$ cat config.mk
export PLATFORM = sky130hd
export DESIGN_NAME = adc_frame_capture
export DESIGN_NICKNAME = d
export VERILOG_FILES = /design/src/rtl/adc_frame_capture.sv
export SDC_FILE = /design/constraint.sdc
export NUM_CORES = 1
export LEC_CHECK = 0
export BUFFER_PORTS_ARGS = -buffer_cell sky130_fd_sc_hd__clkbuf_2
export CELL_PAD_IN_SITES_DETAIL_PLACEMENT = 0
export CELL_PAD_IN_SITES_GLOBAL_PLACEMENT = 1
export CORE_MARGIN = 2
export CORE_UTILIZATION = 40
export CTS_CLUSTER_SIZE = 40
export DETAILED_ROUTE_END_ITERATION = 10
export PLACE_DENSITY = 0.68
export SLEW_MARGIN = 20
export SYNTH_ARGS = -nofsm -noshare
export SYNTH_HDL_FRONTEND = slang
export SYNTH_SLANG_ARGS = --single-unit
$ cat constraint.sdc
create_clock -name system_clock -period 14 [get_ports system_clock]
set_input_delay 2.1 -clock system_clock [delete_from_list [all_inputs] [get_ports system_clock]]
set_output_delay 2.1 -clock system_clock [all_outputs]
set_load 0.02 [all_outputs]
$ cat src/rtl/adc_frame_capture.sv
// Oversampled SPI MISO frame deserializer: one status word plus NUM_CHANNELS channel words per CS-low frame.
// Optional macro ADC_CAPTURE_DROP_CNT_EN adds a saturating drop_count of frames lost to a full output buffer.
module adc_frame_capture #(
  parameter int unsigned NUM_CHANNELS = 4,
  parameter int unsigned WORD_BITS    = 16,
  parameter int unsigned DATA_BITS    = 16,
  parameter int unsigned SYNC_STAGES  = 2
) (
  input  logic                                  system_clock,
  input  logic                                  reset,
  input  logic                                  spi_sclk,
  input  logic                                  spi_cs_n,
  input  logic                                  spi_miso,
  input  logic                                  capture_en,
  output logic [(NUM_CHANNELS+1)*DATA_BITS-1:0] frame_data,
  output logic                                  frame_valid,
  input  logic                                  frame_ready,
  output logic                                  busy,
  output logic                                  frame_error,
  output logic [3:0]                            word_index
`ifdef ADC_CAPTURE_DROP_CNT_EN
  ,
  output logic [7:0]                            drop_count
`endif
);

  localparam int unsigned NUM_WORDS  = NUM_CHANNELS + 1;
  localparam int unsigned FRAME_BITS = NUM_WORDS * DATA_BITS;
  localparam int unsigned BIT_CNT_W  = $clog2(WORD_BITS);
  localparam logic [BIT_CNT_W-1:0] LAST_BIT  = BIT_CNT_W'(WORD_BITS - 1);
  localparam logic [3:0]           LAST_WORD = 4'(NUM_CHANNELS);

  typedef enum logic [1:0] {IDLE, SHIFT, DONE, WAIT_CS} state_t;

  state_t                 state_q, state_d;
  logic [SYNC_STAGES-1:0] sclk_sync, cs_sync, miso_sync;
  logic                   sclk_prev, cs_prev;
  logic                   sclk_s, cs_s, miso_s;
  logic                   sclk_fall, cs_fall, cs_rise;

  // Shift register holds WORD_BITS-1 bits; the incoming bit completes the word.
  logic [WORD_BITS-2:0]   shift_q, shift_d;
  logic [WORD_BITS-1:0]   shift_next;
  logic [DATA_BITS-1:0]   word_top;
  logic [BIT_CNT_W-1:0]   bit_cnt_q, bit_cnt_d;
  logic [3:0]             word_index_d;
  logic [DATA_BITS-1:0]   stage_q [NUM_WORDS];
  logic [FRAME_BITS-1:0]  stage_flat;
  logic                   stage_we, load, error_d, valid_d, busy_d, frame_done;
`ifdef ADC_CAPTURE_DROP_CNT_EN
  logic                   drop;
`endif

  // Input synchronisers plus one extra stage on sclk/cs for edge detection
  always_ff @(posedge system_clock or posedge reset) begin
    if (reset) begin
      sclk_sync <= '0;
      cs_sync   <= '0;
      miso_sync <= '0;
      sclk_prev <= 1'b0;
      cs_prev   <= 1'b0;
    end else begin
      sclk_sync <= {sclk_sync[SYNC_STAGES-2:0], spi_sclk};
      cs_sync   <= {cs_sync[SYNC_STAGES-2:0], spi_cs_n};
      miso_sync <= {miso_sync[SYNC_STAGES-2:0], spi_miso};
      sclk_prev <= sclk_s;
      cs_prev   <= cs_s;
    end
  end

  assign sclk_s     = sclk_sync[SYNC_STAGES-1];
  assign cs_s       = cs_sync[SYNC_STAGES-1];
  assign miso_s     = miso_sync[SYNC_STAGES-1];
  assign sclk_fall  = sclk_prev & ~sclk_s;
  assign cs_fall    = cs_prev & ~cs_s;
  assign cs_rise    = ~cs_prev & cs_s;
  assign shift_next = {shift_q, miso_s};
  assign word_top   = shift_next[WORD_BITS-1 -: DATA_BITS];
  assign frame_done = sclk_fall && (bit_cnt_q == LAST_BIT) && (word_index == LAST_WORD);

  always_comb begin
    stage_flat = '0;
    for (int k = 0; k < NUM_WORDS; k++) stage_flat[k*DATA_BITS +: DATA_BITS] = stage_q[k];
  end

  always_ff @(posedge system_clock or posedge reset) begin
    if (reset) state_q <= WAIT_CS;
    else       state_q <= state_d;
  end

  // Next state, datapath controls and registered-output next values
  always_comb begin
    state_d      = state_q;
    shift_d      = shift_q;
    bit_cnt_d    = bit_cnt_q;
    word_index_d = word_index;
    stage_we     = 1'b0;
    load         = 1'b0;
    error_d      = 1'b0;
`ifdef ADC_CAPTURE_DROP_CNT_EN
    drop         = 1'b0;
`endif
    case (state_q)
      WAIT_CS: if (cs_s) state_d = IDLE;
      IDLE: begin
        if (cs_fall) begin
          if (capture_en) begin
            state_d      = SHIFT;
            shift_d      = '0;
            bit_cnt_d    = '0;
            word_index_d = '0;
          end else begin
            state_d = WAIT_CS;
          end
        end
      end
      SHIFT: begin
        if (cs_rise && !frame_done) begin
          error_d = 1'b1;
          state_d = IDLE;
        end else if (sclk_fall) begin
          shift_d = shift_next[WORD_BITS-2:0];
          if (bit_cnt_q == LAST_BIT) begin
            bit_cnt_d = '0;
            stage_we  = 1'b1;
            if (word_index == LAST_WORD) state_d = DONE;
            else                         word_index_d = word_index + 4'd1;
          end else begin
            bit_cnt_d = bit_cnt_q + BIT_CNT_W'(1);
          end
        end
      end
      DONE: begin
        state_d = WAIT_CS;
        if (!frame_valid || frame_ready) load = 1'b1;
`ifdef ADC_CAPTURE_DROP_CNT_EN
        else drop = 1'b1;
`endif
      end
      default: state_d = WAIT_CS;
    endcase

    valid_d = frame_valid;
    if (load)                            valid_d = 1'b1;
    else if (frame_valid && frame_ready) valid_d = 1'b0;
    busy_d = (state_d == SHIFT) || (state_d == DONE);
  end

  always_ff @(posedge system_clock or posedge reset) begin
    if (reset) begin
      shift_q     <= '0;
      bit_cnt_q   <= '0;
      word_index  <= '0;
      frame_data  <= '0;
      frame_valid <= 1'b0;
      busy        <= 1'b0;
      frame_error <= 1'b0;
      for (int k = 0; k < NUM_WORDS; k++) stage_q[k] <= '0;
    end else begin
      shift_q     <= shift_d;
      bit_cnt_q   <= bit_cnt_d;
      word_index  <= word_index_d;
      frame_valid <= valid_d;
      busy        <= busy_d;
      frame_error <= error_d;
      if (stage_we) begin
        for (int k = 0; k < NUM_WORDS; k++)
          if (word_index == 4'(k)) stage_q[k] <= word_top;
      end
      if (load) frame_data <= stage_flat;
    end
  end

`ifdef ADC_CAPTURE_DROP_CNT_EN
  always_ff @(posedge system_clock or posedge reset) begin
    if (reset)                            drop_count <= '0;
    else if (drop && drop_count != 8'hFF) drop_count <= drop_count + 8'd1;
  end
`endif

endmodule

==> PnR_summary.wiki, run 1 <==
{| class="wikitable"
! Metric !! Value
|-
| Post-Route Setup TNS || 0 ps
|-
| Maximum net fanout on the critical path || 80
|-
| Number of instances in the placed design || about 810
|-
| Post-cts hold buffer count || 0
|-
| Floorplan die width || between 100 and 150 µm
|-
| Biggest area consumer among synthesized cells || sky130_fd_sc_hd__dfrtp_1
|-
| Endpoint, Worst Hold || sclk_sync[1]$_DFF_PP0_
|-
| Data required time of the critical path || 14300 ps
|-
| Startpoint class of the critical path || input port
|-
| Worst setup skew after layout || approximately 7.7 ps
|-
| Area after DPL || roughly 8400 µm²
|-
| CTS resizes || 0
|-
| Count leader, synth || sky130_fd_sc_hd__dfrtp_1
|-
| Initial DRC count || about 210
|-
| Path category of the worst min-delay check || reg -> reg
|-
| Synth area leaders || sky130_fd_sc_hd__dfrtp_1 63%, sky130_fd_sc_hd__mux2_2 17%, sky130_fd_sc_hd__mux2_4 7.8%, sky130_fd_sc_hd__nand2_1 1.9%, sky130_fd_sc_hd__o21ai_0 1.3%
|-
| Via total after detailed routing || between 4000 and 5000
|-
| Global routing usage on met3 || under 10%
|-
| Proportion of layout cells with a drive suffix above 1 || between 50% and 60%
|-
| Maximum number of pins on one net before global-route repair || 115
|-
| Cell count of the worst hold path || 0
|-
| Detail Placement HPWL || slightly below 10000 µm
|-
| Met2 GRT Util || roughly a quarter
|-
| Boundary Pins || 94
|-
| Post-CTS clock slew at the launch and capture registers of the worst setup and hold paths || around 70 ps
|-
| RSZ-0062 raised after global routing || no
|-
| Synthesis-to-layout area growth || 16.70%
|-
| Flop and latch count out of synthesis || slightly below 200
|-
| Quantity of I/O buffers inserted on ports || 93
|-
| Max_slew headroom || a little over a quarter
|-
| Minimum setup slack among reg-to-reg paths || about 11000 ps
|-
| Minimum clock period || 3406 ps
|-
| Hold_sp || sclk_sync[0]$_DFF_PP0_
|-
| Delay contributed by the slowest stage of the critical path || between 700 and 800 ps
|-
| Yosys synthesis warning count || 0
|-
| Number of rows created at floorplan || 50
|-
| Start-to-end type of the worst setup path || in -> reg
|-
| Latest clock arrival within the worst-skew pair || 420 ps
|-
| Leak pwr || around 4.8 nW
|-
| Nets || between 600 and 700
|-
| Post-detailed-route wirelength per cell || 17.51 µm
|-
| Count of buffers added by post-CTS timing repair for setup || 0
|-
| Max rail drop VDD || 116.4 µV
|-
| Ordered cell list for the critical path || clkbuf_2, nand2b_1, nand3b_1, buf_4, mux2_2
|-
| Final setup viols || 0
|-
| Top FF cell, synth || sky130_fd_sc_hd__dfrtp_1
|-
| Number of antenna repair diodes || 0
|-
| Worst Hold Slack || ~350 ps
|-
| Fraction of post-synthesis cell area in the top cell type by area || a little over three fifths
|-
| Run status || completed
|-
| Remaining antenna violation count || 0
|-
| Sink Count || between 150 and 200
|-
| Share of flip-flops with an asynchronous set or reset after synthesis || 100.0%
|-
| Number of buffers inserted during clock tree synthesis || 17
|-
| Crit share post-route || roughly 24%
|-
| Post-Syn Nets || 507
|-
| Initial core utilization || between 40% and 50%
|-
| Vias in the first global route || ~4400
|-
| Non-filler cells, final || 836
|-
| Share of synthesized area occupied by flip-flops and latches || 63.86%
|-
| Remaining design rule violation count || 0
|-
| Cell type of the slowest stage on the worst timing path || sky130_fd_sc_hd__buf_4
|-
| Cell depth of the worst flop-to-flop path || 7
|-
| Number of antenna violations at the first check in global routing || 0
|-
| Final Slew Violations || 0
|-
| Number of enable flip-flop cells after synthesis || 0
|-
| Worst reg2reg startpoint || word_index[0]$_DFFE_PP0P_
|-
| Synth cell count leaders || 194 x sky130_fd_sc_hd__dfrtp_1, 119 x sky130_fd_sc_hd__mux2_2, 40 x sky130_fd_sc_hd__mux2_4
|-
| Drt via density || ~5.0
|-
| Final wirelength || ~15000 µm
|-
| Final design area excluding fillers || 8969 µm²
|-
| Critical Path End Type || flop
|-
| Gpl congestion || roughly 0.76
|-
| Vert. Die Dim || ~140 µm
|-
| Data arrival, critical path || roughly 3700 ps
|-
| Overall Global Routing Usage || 15.48%
|-
| Overflow left after global routing || 0
|-
| TritonCTS clock tree || done
|-
| Post-synthesis instance area || 7685 µm²
|-
| First-pass GRT wire length || between 20000 and 25000 µm
|-
| Maximum operating frequency || roughly 290 MHz
|-
| Global-route track usage on met1 || between 20% and 30%
|-
| Post-Synthesis Mean Instance Area || around 16 µm²
|-
| Critical register-to-register path endpoint || word_index[3]$_DFFE_PP0P_
|-
| Number of hold violations in the final report || 0
|-
| Overall die area || between 20000 and 25000 µm²
|-
| Gate Count Post-Synth || slightly below 500
|-
| Number of levels the H-tree was split into || 4
|-
| Cell Pwr Density || 140.7 nW/µm²
|-
| Slew of the pin with the lowest slew margin || approximately 1100 ps
|-
| Clock Tree Buf Depth || 2
|-
| Root Buffer || sky130_fd_sc_hd__clkbuf_16
|-
| Number of distinct standard cells referenced by the synthesized netlist || 38
|-
| Number of max-capacitance violations reported || 0
|-
| Layer carrying the most global-route usage || met2
|-
| CORE AREA || around 19000 µm²
|-
| Number of search-and-repair iterations in the first detailed-routing pass || 5
|}
critical path: cells and delay by family:
kind | cells | cell delay, ps
AND/OR/NAND/NOR | 2 | 230
buffers and inverters | 2 | 840
multiplexers | 1 | 430
final cells by class:
class	count	area [µm²]
Sequential cell	196	4907
Clock inverter	12	156.4
Fill cell	1647	9799
Clock buffer	19	442.9
Inverter	6	30.03
Tap cell	234	292.8
Timing Repair Buffer	97	499.2
Multi-Input combinational cell	272	2640
layout by cell type (no fill, tap or decap), types with 3 or more instances in the layout:
cell                           n
sky130_fd_sc_hd__buf_4         3
sky130_fd_sc_hd__nand3_1       5
sky130_fd_sc_hd__o21ai_0      20
sky130_fd_sc_hd__nand2_1      39
sky130_fd_sc_hd__clkbuf_16    17
sky130_fd_sc_hd__clkbuf_2     93
sky130_fd_sc_hd__bufinv_16     3
sky130_fd_sc_hd__ha_1          5
sky130_fd_sc_hd__inv_1         5
sky130_fd_sc_hd__dfrtp_1     194
sky130_fd_sc_hd__nand2b_1      5
sky130_fd_sc_hd__clkinvlp_4    4
sky130_fd_sc_hd__mux2_2      119
sky130_fd_sc_hd__mux2_4       40
sky130_fd_sc_hd__or2_2         3
sky130_fd_sc_hd__nand2_4       4
sky130_fd_sc_hd__nor2_1        4
stage by stage:
| stage | setup slack (ps) | power (W) | utilization (%) |
|---|---|---|---|
| finish | 10590 | 0.001262 | 47.79 |
| global route | 10510 | 0.001320 | 47.79 |
| CTS | 10530 | 0.001278 | 47.77 |
| detailed placement | 10060 | 0.0007850 | 44.57 |
| global placement | 10160 | 0.0007794 | 44.57 |
| floorplan | 6563 | 0.0007425 | - |
logic make-up after synthesis:
family          count (synthesis)  synth area share [%]
fa+ha+maj                       5                0.8141
flops                         196                 63.86
simple gates                   74                 5.356
mux                           162                 25.66
compound gates                 31                 2.524
buf+inv                        27                 1.791
layer usage:
layer / wire (µm) / part of all wire [%] / up-vias
li1: - / - / 1912
met1: 7049 / 48 / 2156
met2: 6865 / 47 / 71
met3: 573 / 3.9 / 13
met4: 152 / 1.0 / 0
met5: 0 / 0 / -
worst max path at each step:
stage,to,start,cells past startpoint
after floorplan,bit_cnt_q[0]$_DFFE_PP0P_,reset,1
after global placement,frame_data[1]$_DFFE_PP0P_,reset,3
after detailed placement,frame_data[67]$_DFFE_PP0P_,reset,3
after CTS,frame_data[64]$_DFFE_PP0P_,reset,3
after global routing,frame_data[58]$_DFFE_PP0P_,frame_ready,5
final,frame_data[58]$_DFFE_PP0P_,frame_ready,5
registers in the layout, indices dropped and copies added, names as in the netlist:
name	flops
bit_cnt_q	4
busy	1
cs_prev	1
cs_sync	2
frame_data	80
frame_error	1
frame_valid	1
miso_sync	2
sclk_prev	1
sclk_sync	2
shift_q	15
stage_flat	80
state_q	2
word_index	4
power breakdown:
group	switching (W)	internal [W]	total, W
Clock	0.000205	0.000285	0.000490
Sequential	0.0000264	0.000586	0.000613
Combinational	0.000102	0.0000570	0.000159
Total	0.000333	0.000929	0.00126
Power figures use the tool's default switching activity.
==> run 2, diff against run 1 <==
- ABC_AREA: unset -> 1
- PLACE_DENSITY: 0.68 -> 0.71
- clock period: 14 -> 3.2 ns (I/O delays scaled with it)
==> run 2 against run 1 <==
Compared with the run above: die area is 1.2% higher; routed wire length increased by 11%; first-iteration DRC count grew 51%; worst hold slack worse by 200 ps; global-route usage is 1.3 points higher; core utilization is 1.3 points lower; area after synthesis rose by 1.2%; power rose to 4.2 times the previous value; synthesized cell count rose by 39%; flip-flop and latch count did not move; setup slack got worse by 9700 ps; critical path depth up 4.
==> PnR_summary.wiki, run 2 <==
{| class="wikitable"
! Metric !! Value
|-
| Top delay family on crit path || simple AND/OR/NAND/NOR gates
|-
| Data required time of the critical path || 3560 ps
|-
| Initial DRC count || ~320
|-
| Vias in the first global route || 4817
|-
| Post-cts hold buffer count || 0
|-
| Worst reg2reg startpoint || word_index[0]$_DFFE_PP0P_
|-
| Maximum operating frequency || about 440 MHz
|-
| Post-Synthesis Mean Instance Area || approximately 11 µm²
|-
| Clock share of power || between 30 and 40%
|-
| CTS resizes || 0
|-
| Cell seen most often among critical-path stages || sky130_fd_sc_hd__nand2_1
|-
| Vert. Die Dim || 143.4 µm
|-
| Non-filler cells, final || about 1000
|-
| Gpl congestion || roughly 0.8
|-
| Start-to-end type of the worst setup path || reg -> reg
|-
| Leading cell type in the layout, fill and taps excluded || sky130_fd_sc_hd__dfrtp_1
|-
| Minimum clock period || ~2300 ps
|-
| Share of synthesized area occupied by flip-flops and latches || approximately 63%
|-
| Cell depth of the worst flop-to-flop path || 9
|-
| Biggest area consumer among synthesized cells || sky130_fd_sc_hd__dfrtp_1
|-
| Critical register-to-register path endpoint || shift_q[12]$_DFFE_PP0P_
|-
| Delay contributed by the slowest stage of the critical path || around 500 ps
|-
| Crit share post-route || a little under three quarters
|-
| Cell type of the slowest stage on the worst timing path || sky130_fd_sc_hd__dfrtp_1
|-
| Post-Syn Nets || 698
|-
| Worst setup path endpoint || shift_q[12]$_DFFE_PP0P_
|-
| Startpoint class of the critical path || flop
|-
| Share of flip-flops with an asynchronous set or reset after synthesis || 100.0%
|-
| Sink Count || between 150 and 200
|-
| Overall die area || ~21000 µm²
|-
| Final setup viols || 0
|-
| FF+latch area || between 4000 and 5000 µm²
|-
| Boundary Pins || 94
|-
| Run status || completed
|-
| Number of instances in the placed design || ~1000
|-
| Flop and latch count out of synthesis || approximately 200
|-
| Top FF cell, synth || sky130_fd_sc_hd__dfrtp_1
|-
| Number of antenna repair diodes || 0
|-
| Worst Setup SP || word_index[0]$_DFFE_PP0P_
|-
| Number of rows created at floorplan || about 50
|-
| Cell Pwr Density || around 590 nW/µm²
|-
| TritonCTS clock tree || done
|-
| Relative contribution of sequential cells to total power || between 40% and 50%
|-
| Leak pwr || about 4.6 nW
|-
| Post-Route Setup TNS || 0 ps
|-
| Max_slew headroom || 46.19%
|-
| Drt via density || 4.726
|-
| Wire length on met1 || about 7400 µm
|-
| Remaining antenna violation count || 0
|-
| Sw Share || 28.86%
|-
| Filler instances || 1796
|-
| Gate Count Post-Synth || around 690
|-
| Stages on worst setup path || 9
|-
| Synth cell count leaders || 194 x sky130_fd_sc_hd__dfrtp_1, 154 x sky130_fd_sc_hd__nand2_1, 66 x sky130_fd_sc_hd__mux2_2
|-
| Worst setup skew after layout || 19.24 ps
|-
| Leading cell types in the layout, fill and taps excluded || 194 x sky130_fd_sc_hd__dfrtp_1, 154 x sky130_fd_sc_hd__nand2_1, 93 x sky130_fd_sc_hd__clkbuf_2
|-
| Internal power of the cells || roughly 0.0038 W
|-
| Remaining design rule violation count || 0
|-
| CORE AREA || 19270 µm²
|-
| Final Slew Violations || 0
|-
| Worst slack at placement || 978.8 ps
|-
| Ordered cell list for the critical path || inv_1, ha_1, nand2_1, nor2_1, nand2_1, nand3_2, nand2_2, nand2_1, nand2_1
|-
| Number of max-capacitance violations reported || 0
|-
| Post-detailed-route wirelength per cell || 15.57 µm
|-
| Post-synthesis instance area || 7777 µm²
|-
| Fraction of post-synthesis cell area in the top cell type by area || between 60% and 70%
|-
| Clock Tree Buf Depth || 2
|-
| First-pass GRT wire length || 26040 µm
|-
| Worst setup margin || about 910 ps
|-
| Maximum net fanout on the critical path || 26
|-
| Number of search-and-repair iterations in the first detailed-routing pass || 4
|-
| Worst path buffer plus inverter count || 1
|-
| Critical Path End Type || flop
|-
| Initial core utilization || around 40%
|-
| Synth area leaders || sky130_fd_sc_hd__dfrtp_1 62%, sky130_fd_sc_hd__mux2_2 9.6%, sky130_fd_sc_hd__nand2_1 7.4%, sky130_fd_sc_hd__o21ai_2 3.6%, sky130_fd_sc_hd__inv_1 2.2%
|-
| Max rail drop VDD || about 400 µV
|-
| Detail Placement HPWL || 10720 µm
|-
| Root Buffer || sky130_fd_sc_hd__clkbuf_16
|-
| Nets || 782
|-
| Number of buffers inserted during clock tree synthesis || 17
|-
| Final wirelength || 16320 µm
|-
| Number of distinct standard cells referenced by the synthesized netlist || 27
|-
| Overflow left after global routing || 0
|-
| Number of levels the H-tree was split into || 4
|-
| Yosys synthesis warning count || 0
|-
| Count of buffers added by post-CTS timing repair for setup || 0
|-
| Via total after detailed routing || a little under 5000
|-
| Synthesis-to-layout area growth || 15.25%
|-
| Post-layout power || between 0.005 and 0.006 W
|-
| Latest clock arrival within the worst-skew pair || between 400 and 500 ps
|-
| RSZ-0062 raised after global routing || no
|-
| Data arrival, critical path || ~2700 ps
|-
| Number of enable flip-flop cells after synthesis || 0
|-
| Slew of the pin with the lowest slew margin || a little over 800 ps
|-
| Met3 wire length || 631 µm
|-
| Topmost layer with routed signal wires || met4
|-
| Overall Global Routing Usage || 16.80%
|-
| Proportion of layout cells with a drive suffix above 1 || between 30% and 40%
|-
| Routed met2 length || approximately 8000 µm
|-
| Quantity of I/O buffers inserted on ports || slightly above 90
|-
| Number of antenna violations at the first check in global routing || 0
|-
| Minimum setup slack among reg-to-reg paths || ~910 ps
|-
| Count leader, synth || sky130_fd_sc_hd__dfrtp_1
|-
| Worst Hold Slack || between 100 and 150 ps
|-
| Area used by multi-input combinational logic || between 2000 and 2500 µm²
|-
| Post-CTS clock slew at the launch and capture registers of the worst setup and hold paths || approximately 70 ps
|-
| Path category of the worst min-delay check || in -> reg
|-
| Switch Pwr || between 0.0015 and 0.002 W
|-
| Combinational power share || between 10 and 15%
|-
| Number of hold violations in the final report || 0
|-
| Maximum number of pins on one net before global-route repair || about 150
|-
| Floorplan die width || between 100 and 150 µm
|}
## run 2: cell count changes in the layout (fill, tap and decap cells not counted), moves of 13 or more
cell,delta
sky130_fd_sc_hd__nand3_1,+24
sky130_fd_sc_hd__mux2_4,-40
sky130_fd_sc_hd__mux2_2,-53
sky130_fd_sc_hd__nor2_1,+40
sky130_fd_sc_hd__nand2_1,+115
sky130_fd_sc_hd__o21ai_2,+32
sky130_fd_sc_hd__inv_1,+39
sky130_fd_sc_hd__o21ai_1,+32
sky130_fd_sc_hd__a21oi_1,+13
## run 2: per-layer routing
layer / track usage (%) / vias up
met5: 0 / -
met4: 5.521 / 0
met3: 3.799 / 11
met2: 27.29 / 92
met1: 22.43 / 2441
li1: - / 2409
## run 2: cells by family after synthesis
kind of cell / share of synthesized area [%]
and+or+nand+nor: 13.50
DFF: 63.10
AOI/OAI and AO/OA: 7.658
buffers and inverters: 5.277
muxes: 9.556
adders and majority gates: 0.8044
xor gates and xnor gates: 0.1126
## run 2: worst min path at each step
stage / from / end / slack [ps] / cells past startpoint
3_3_place_gp: miso_sync[0]$_DFF_PP0_ / miso_sync[1]$_DFF_PP0_ / 340 / 0
6_report: spi_cs_n / cs_sync[0]$_DFF_PP0_ / 150 / 1
2_1_floorplan: cs_sync[0]$_DFF_PP0_ / cs_sync[1]$_DFF_PP0_ / 330 / 0
4_1_cts: spi_cs_n / cs_sync[0]$_DFF_PP0_ / 140 / 1
5_1_grt: spi_miso / miso_sync[0]$_DFF_PP0_ / 140 / 1
3_5_place_dp: sclk_sync[0]$_DFF_PP0_ / sclk_sync[1]$_DFF_PP0_ / 340 / 0
## run 2: power groups by stage
| stage | registers, W | clock network (W) | logic, W |
|---|---|---|---|
| floorplan | 0.00269 | 0 | 0.000512 |
| global placement | 0.00267 | 0 | 0.000724 |
| detailed placement | 0.00267 | 0 | 0.000733 |
| CTS | 0.00263 | 0.00202 | 0.000737 |
| global route | 0.00264 | 0.00213 | 0.000801 |
| finish | 0.00263 | 0.00196 | 0.000718 |
## run 2: per-stage QoR
stage | area, µm² | utilization [%]
detailed placement | 8419 | 43.69
finish | 8964 | 46.51
floorplan | 7781 | -
global placement | 8419 | 43.69
CTS | 8964 | 46.51
global route | 8964 | 46.51
## run 2: layout make-up
class | instances | share of cell area [%]
Inverter | 47 | 2.010
Timing Repair Buffer | 98 | 5.891
Clock buffer | 19 | 4.941
Sequential cell | 196 | 54.75
Tap cell | 265 | 3.699
Clock inverter | 13 | 1.131
Multi-Input combinational cell | 410 | 27.58
